[config.mk]
export PLATFORM = sky130hd
export DESIGN_NAME = temp_cipher_sched
export DESIGN_NICKNAME = d
export VERILOG_FILES = /design/src/rtl/temp_cipher_pkg.sv /design/src/rtl/sched_tick_gen.sv /design/src/rtl/temp_cipher_sched.sv
export SDC_FILE = /design/constraint.sdc
export NUM_CORES = 1
export LEC_CHECK = 0
export CAP_MARGIN = 20
export CORE_ASPECT_RATIO = 0.9
export CORE_MARGIN = 2
export CORE_UTILIZATION = 45
export DETAILED_ROUTE_END_ITERATION = 10
export GPL_TIMING_DRIVEN = 0
export PLACE_DENSITY = 0.88
export SLEW_MARGIN = 20
export SYNTH_ARGS = -nofsm -noshare
export SYNTH_HDL_FRONTEND = slang
export SYNTH_SLANG_ARGS = --single-unit
[constraint.sdc]
create_clock -name CLK100MHZ -period 3.2 [get_ports CLK100MHZ]
set_clock_uncertainty 0.1 [all_clocks]
set_input_delay 0.64 -clock CLK100MHZ [delete_from_list [all_inputs] [get_ports CLK100MHZ]]
set_output_delay 0.64 -clock CLK100MHZ [all_outputs]
set_load 0.005 [all_outputs]
[src/rtl/temp_cipher_pkg.sv]
// Shared definitions for the temperature/cipher/UART scheduler:
// FSM state encoding, plaintext frame layout and small helpers.
package temp_cipher_pkg;

   localparam int STATE_W = 3;
   typedef logic [STATE_W-1:0] state_t;

   localparam state_t ST_IDLE         = 3'd0;
   localparam state_t ST_WAIT_TEMP    = 3'd1;
   localparam state_t ST_ENCRYPT      = 3'd2;
   localparam state_t ST_WAIT_CIPH    = 3'd3;
   localparam state_t ST_SEND         = 3'd4;
   localparam state_t ST_WAIT_BUSY_HI = 3'd5;
   localparam state_t ST_WAIT_BUSY_LO = 3'd6;

   localparam logic [7:0] FRAME_TAG_DEFAULT = 8'hA5;

   // Plaintext frame: {tag[63:56], seq[55:40], zero[39:20], temp[19:0]}
   localparam int BLOCK_W  = 64;
   localparam int TAG_W    = 8;
   localparam int SEQ_W    = 16;
   localparam int TEMP_W   = 20;
   localparam int TAG_LSB  = 56;
   localparam int SEQ_LSB  = 40;
   localparam int TEMP_LSB = 0;

   // Assemble one plaintext block from its fields; unused bits stay zero.
   function automatic logic [BLOCK_W-1:0] build_plaintext(
      input logic [TAG_W-1:0]  tag,
      input logic [SEQ_W-1:0]  seq,
      input logic [TEMP_W-1:0] temp
   );
      logic [BLOCK_W-1:0] pt;
      pt                     = '0;
      pt[TAG_LSB  +: TAG_W]  = tag;
      pt[SEQ_LSB  +: SEQ_W]  = seq;
      pt[TEMP_LSB +: TEMP_W] = temp;
      return pt;
   endfunction

   // States in which the abort timer runs.
   function automatic logic is_wait_state(input state_t st);
      return (st == ST_WAIT_TEMP) || (st == ST_WAIT_CIPH) || (st == ST_SEND) ||
             (st == ST_WAIT_BUSY_HI) || (st == ST_WAIT_BUSY_LO);
   endfunction

endpackage

[src/rtl/sched_tick_gen.sv]
// Free-running period counter: counts 0..PERIOD_CYCLES-1 and raises
// tick for the single cycle in which it wraps.
module sched_tick_gen #(
   parameter int PERIOD_CYCLES = 10_000_000
) (
   input  logic clk,
   input  logic rst_n,
   output logic tick
);

   localparam int               CNT_W = $clog2(PERIOD_CYCLES);
   localparam logic [CNT_W-1:0] LAST  = CNT_W'(PERIOD_CYCLES - 1);

   logic [CNT_W-1:0] cnt;

   // Period counter; never stalled by the consumer of tick.
   always_ff @(posedge clk or negedge rst_n) begin
      if (!rst_n) begin
         cnt <= '0;
      end else if (cnt == LAST) begin
         cnt <= '0;
      end else begin
         cnt <= cnt + 1'b1;
      end
   end

   assign tick = (cnt == LAST);

endmodule

[src/rtl/temp_cipher_sched.sv]
// Scheduler for the temperature -> cipher -> UART path. Each period tick
// starts one transaction (sample, frame, encrypt, send); ticks arriving
// while a transaction is in flight are counted as overruns. Every wait
// state is bounded by an abort timer that sets a sticky error flag.
module temp_cipher_sched
   import temp_cipher_pkg::*;
#(
   parameter int         PERIOD_CYCLES  = 10_000_000,
   parameter int         TIMEOUT_CYCLES = 1_000_000,
   parameter logic [7:0] FRAME_TAG      = FRAME_TAG_DEFAULT
) (
   input  logic        CLK100MHZ,
   input  logic        CPU_RESETN,
   output logic        temp_req,
   input  logic        temp_valid,
   input  logic [19:0] temp_data,
   output logic        cipher_start,
   output logic [63:0] cipher_din,
   input  logic        cipher_done,
   input  logic [63:0] cipher_dout,
   output logic        uart_send_en,
   output logic [63:0] uart_send_data,
   input  logic        uart_tx_busy,
   output logic [31:0] disp_data,
   output logic        disp_en,
   output logic [15:0] seq_cnt,
   output logic [7:0]  overrun_cnt,
   output logic        err
);

   localparam int                WAIT_W       = $clog2(TIMEOUT_CYCLES + 1);
   localparam logic [WAIT_W-1:0] TIMEOUT_LAST = WAIT_W'(TIMEOUT_CYCLES - 1);

   state_t            state;
   state_t            state_next;
   logic              tick;
   logic              abort;
   logic              timed_out;
   logic [WAIT_W-1:0] wait_cnt;

   sched_tick_gen #(
      .PERIOD_CYCLES (PERIOD_CYCLES)
   ) u_tick_gen (
      .clk   (CLK100MHZ),
      .rst_n (CPU_RESETN),
      .tick  (tick)
   );

   // The wait counter has reached its limit in the current cycle.
   assign timed_out = (wait_cnt == TIMEOUT_LAST);

   // FSM state register.
   always_ff @(posedge CLK100MHZ or negedge CPU_RESETN) begin
      if (!CPU_RESETN) begin
         state <= ST_IDLE;
      end else begin
         state <= state_next;
      end
   end

   // Next-state logic; the expected event wins over a same-cycle timeout.
   always_comb begin
      state_next = state;
      abort      = 1'b0;
      unique case (state)
         ST_IDLE: begin
            if (tick) state_next = ST_WAIT_TEMP;
         end
         ST_WAIT_TEMP: begin
            if (temp_valid)     state_next = ST_ENCRYPT;
            else if (timed_out) abort      = 1'b1;
         end
         ST_ENCRYPT: begin
            state_next = ST_WAIT_CIPH;
         end
         ST_WAIT_CIPH: begin
            if (cipher_done)    state_next = ST_SEND;
            else if (timed_out) abort      = 1'b1;
         end
         ST_SEND: begin
            if (!uart_tx_busy)  state_next = ST_WAIT_BUSY_HI;
            else if (timed_out) abort      = 1'b1;
         end
         ST_WAIT_BUSY_HI: begin
            if (uart_tx_busy)   state_next = ST_WAIT_BUSY_LO;
            else if (timed_out) abort      = 1'b1;
         end
         ST_WAIT_BUSY_LO: begin
            if (!uart_tx_busy)  state_next = ST_IDLE;
            else if (timed_out) abort      = 1'b1;
         end
         default: begin
            state_next = ST_IDLE;
         end
      endcase
      if (abort) state_next = ST_IDLE;
   end

   // Single-cycle strobes decoded from the current state.
   always_comb begin
      cipher_start = 1'b0;
      uart_send_en = 1'b0;
      case (state)
         ST_ENCRYPT: cipher_start = 1'b1;
         ST_SEND:    uart_send_en = !uart_tx_busy;
         default:    ;
      endcase
   end

   // Abort timer: cleared on every state change, counts while waiting.
   always_ff @(posedge CLK100MHZ or negedge CPU_RESETN) begin
      if (!CPU_RESETN) begin
         wait_cnt <= '0;
      end else if (state_next != state) begin
         wait_cnt <= '0;
      end else if (is_wait_state(state) && !timed_out) begin
         wait_cnt <= wait_cnt + 1'b1;
      end
   end

   // Sensor request: one cycle after a tick accepted in IDLE.
   always_ff @(posedge CLK100MHZ or negedge CPU_RESETN) begin
      if (!CPU_RESETN) begin
         temp_req <= 1'b0;
      end else begin
         temp_req <= (state == ST_IDLE) && tick;
      end
   end

   // Reading capture: display value and plaintext frame, held until the next reading.
   always_ff @(posedge CLK100MHZ or negedge CPU_RESETN) begin
      if (!CPU_RESETN) begin
         disp_data  <= '0;
         disp_en    <= 1'b0;
         cipher_din <= '0;
      end else if ((state == ST_WAIT_TEMP) && temp_valid) begin
         disp_data  <= {12'h000, temp_data};
         disp_en    <= 1'b1;
         cipher_din <= build_plaintext(FRAME_TAG, seq_cnt, temp_data);
      end
   end

   // Ciphertext capture for the UART sender.
   always_ff @(posedge CLK100MHZ or negedge CPU_RESETN) begin
      if (!CPU_RESETN) begin
         uart_send_data <= '0;
      end else if ((state == ST_WAIT_CIPH) && cipher_done) begin
         uart_send_data <= cipher_dout;
      end
   end

   // Completed-transaction counter; wraps naturally at 16 bits.
   always_ff @(posedge CLK100MHZ or negedge CPU_RESETN) begin
      if (!CPU_RESETN) begin
         seq_cnt <= '0;
      end else if ((state == ST_WAIT_BUSY_LO) && !uart_tx_busy) begin
         seq_cnt <= seq_cnt + 1'b1;
      end
   end

   // Dropped-tick counter, saturating at all ones.
   always_ff @(posedge CLK100MHZ or negedge CPU_RESETN) begin
      if (!CPU_RESETN) begin
         overrun_cnt <= '0;
      end else if (tick && (state != ST_IDLE) && (overrun_cnt != 8'hFF)) begin
         overrun_cnt <= overrun_cnt + 1'b1;
      end
   end

   // Sticky error flag raised by any timeout abort.
   always_ff @(posedge CLK100MHZ or negedge CPU_RESETN) begin
      if (!CPU_RESETN) begin
         err <= 1'b0;
      end else if (abort) begin
         err <= 1'b1;
      end
   end

endmodule

==> summary.md <==
| Metric | Value |
|---|---|
| Area contributors post-synth | dfrtp_1 (56%), mux2_2 (15%), buf_4 (5.8%) |
| Status | completed |
| Area of the multi-input gates | around 3000 um^2 |
| 1st-iter DRT viols | about 260 |
| Port bufs | between 200 and 250 |
| Switch share | 28.8% |
| Fmax achieved | around 330 MHz |
| Final Total Pwr | between 0.008 and 0.009 W |
| Hold crit path type | input port to asynchronous set/reset pin |
| Seq. cell area | between 4000 and 5000 um^2 |
| I/O Pins | around 280 |
| Hold WS | just over 80 ps |
| Synth Area in Adders | less than 1% |
| HPWL Detailed | roughly 14 mm |
| Clock share of power | roughly a quarter |
| Reg-to-reg endpoint | overrun_cnt[1] |
| DIE HEIGHT | about 130 um |
| Syn Std Cell Area | 7820 um^2 |
| Synth Area per Inst | around 12 um^2 |
| Slew @ Worst Pin | slightly above 900 ps |
| Top_reg_cell synth | dfrtp_1 |
| Lkg Pwr | slightly below 5 nW |
| Largest family of logic cells by synthesized area | multiplexers |
| Die Footprint | between 15,000 and 20,000 um^2 |
| Post-CTS Setup Inserts | 0 |
| Critical-path maximum fanout | 5 |
| Endpoints failing hold | 0 |
| Routed wire length | roughly 19 mm |
| Vias per inst | about 4.9 |
| Max-cap viol count | 0 |
| PostCTS Resize Cnt | 0 |
| Final Max Slew Viols | 0 |
| Post-Synth XOR/XNOR Area | under 10% |
| CP max-delay cell | clkdlybuf4s50_1 |
| P&R area growth vs syn | 44.1% |
| Simple-gate share of the synthesized area | approximately 13% |
| CP Buf/Inv Count | 2 |
| Yosys Warn Count | 0 |
| RSZ-0062 raised after global routing | false |
| Die width | approximately 140 um |
| First-pass GRT wire length | roughly 30 mm |
| Dominant delay contributor by cell family on the critical path | buffers and inverters |
| Ant. Diodes | 0 |
| H-tree Lvls | 4 |
| Clk sinks | ~170 |
| Layout cell share with drive strength beyond 1 | 22.6% |
| Via Count | between 5,000 and 6,000 |
| Fillers | around 1,200 |
| Final Setup Violations | 0 |
| Internal reg-to-reg setup slack | roughly 360 ps |
| Critical Path Most Common Cell | clkdlybuf4s50_1 |
| Reg2Reg Launch Point | u_tick_gen.cnt[0] |
| DRC | 0 |
| Peak supply drop | 615 uV |
| Logic gate share of total power | about 39% |
| Post-synthesis compound-gate area fraction | under 10% |
| EDFF count, synth | 0 |
| Yosys top cell area share | between 50% and 60% |
| Gr usage total | about a fifth |
| Core area | 16,900 um^2 |
| Relative slew slack | between 30 and 40% |
| Internal power | about 0.006 W |
| Psw | between 0.002 and 0.0025 W |
| Ys async rst share | 100% |
| Antenna-violating nets left | 0 |
| Max Root-Sink Buffers | 2 |
| Clock transition at the registers of the reported paths | 70 ps |
| CP Cell Sequence | clkdlybuf4s50_1 -> or3_1 -> nor2_1 -> clkdlybuf4s50_1 |
| Pwr Density | approximately 760 nW/um^2 |
| Crit start category | input port |
| WL/cell | between 15 and 20 um |
| Largest net degree at the start of global routing | 100 |
| Gpl congestion | just over 0.8 |
| CTS tree | done |
| GR Overflow Total | 0 |
| Period minus WS final | about 3000 ps |
| Worst path max stage delay | around 530 ps |
| Post-synthesis mux area share | around 15% |
| Final layout net count | between 1,000 and 1,500 |
| Synth Register Bits | 174 |
| Yosys top cell by area | dfrtp_1 |
| Netlist cell types | just over 50 |
| Post-synthesis sequential area ratio | 55.7% |
| Worst-skew pair later-pin latency | between 400 and 500 ps |
| Initial Utilization | 46.1% |
| Worst R2R Path Depth | 7 |
| Worst Path Arrival | ~2300 ps |
| Crit path capture type | output port |
| Post-Synthesis Cells | roughly 630 |
| CTS hold repair buffers | 0 |
| Register share of total power | between 30% and 40% |
| Period Utilization, post-route | a little over nine tenths |
| Inserted Clock Buffers | 17 |
| Vias in the first global route | 5,792 |
| Setup CP Type | input port to output port |
| Setup TNS | 0 ps |
| Antenna violations before repair | 0 |
| CTS Root Cell | clkbuf_16 |
| CP Data Required Time | about 2500 ps |
| Detailed Routing Iterations Pass 1 | 4 |
| Std-Cell Rows | 45 |
==> per-layer routing <==
metal	GRT usage (%)	vias up	routed length (um)
met1	23.9	2765	7300
met5	0	-	0
met3	8.65	15	1830
met4	5.88	0	267
li1	-	2707	-
met2	37.0	241	9660
==> Yosys cell counts (all sizes together) (4+ instances only) <==
cell type and number:
mux2 102, buf 66, nand2 29, clkbuf 19, nand4 21, xor2 33, ha 4, inv 8
and4 5, dfrtp 174, o21ai 5, a31oi 5, nand3 18, xnor2 23, nor3 12, and3 17
nor2 44, or3 8
==> metrics by stage <==
| step | cell area (um^2) | std cells | utilization, % | setup WS (ps) |
|---|---|---|---|---|
| after global routing | 11300 | 1177 | 66.5 | 158 |
| after CTS | 11300 | 1177 | 66.4 | 187 |
| after floorplan | 7950 | 669 | - | 644 |
| after detailed placement | 10700 | 1146 | 63.1 | 103 |
| final | 11300 | 1177 | 66.5 | 200 |
| after global placement | 10700 | 1145 | 62.9 | -5750 |
==> area by class of cell <==
class / count / share of cell area (%)
inverters: 8 / 0.267
well taps: 235 / 2.61
multi-input cells: 402 / 26.7
repair buffers: 242 / 21.7
flip-flops and latches: 174 / 38.7
plain buffers: 85 / 5.00
clock buffers: 18 / 3.90
clock inverters: 13 / 1.17
==> registers in the layout, summed over array words and instances, names as in the netlist, 3 cells and up <==
register,count
state,3
overrun_cnt,8
cipher_din,17
wait_cnt,20
u_tick_gen.cnt,24
uart_send_data,64
seq_cnt,16
disp_data,19
==> worst max-delay path by stage <==
stage	from	end	slack [ps]	cells past startpoint
2_1_floorplan	u_tick_gen.cnt[0]	overrun_cnt[1]	640	7
3_3_place_gp	CPU_RESETN	disp_data[9]	-5750	1
3_5_place_dp	cipher_done	uart_send_data[49]	100	5
4_1_cts	uart_tx_busy	uart_send_en	190	4
5_1_grt	uart_tx_busy	uart_send_en	160	4
6_report	uart_tx_busy	uart_send_en	200	4
==> kinds of logic (layout without fill, tap and decap cells) <==
kind of cell    after synthesis  count (layout)
buf+inv                      93             366
flops                       174             174
compound gates               23              23
simple gates                180             180
mux                         103             103
xor+xnor                     56              56
fa+ha+maj                     4               4
other cells                   1              36
==> power groups by stage <==
stage	Combinational [W]	Clock [W]	Sequential (W)
2_1_floorplan	0.00138	0	0.00323
3_3_place_gp	0.00328	0	0.00325
3_5_place_dp	0.00337	0	0.00328
4_1_cts	0.00340	0.00206	0.00326
5_1_grt	0.00360	0.00217	0.00332
6_report	0.00335	0.00201	0.00324
==> cell usage in the layout (no fill, tap or decap), types with 3 or more instances in the layout <==
master	instances
nor3b_1	3
mux2_2	102
nand2_1	29
inv_1	8
or2_2	3
nand4_1	21
inv_6	5
o211ai_1	3
buf_4	60
or3_1	7
clkbuf_1	19
conb_1	36
xor2_1	33
nand3_1	18
and3_1	17
dfrtp_1	174
clkbuf_16	17
nor4b_1	3
o21ai_0	5
xnor2_1	23
and2_1	3
ha_1	4
clkdlybuf4s50_1	240
nor3_1	9
buf_2	3
and4_1	4
nor2_1	44
a31oi_1	5
No activity file was read; power rests on OpenSTA's default activity.
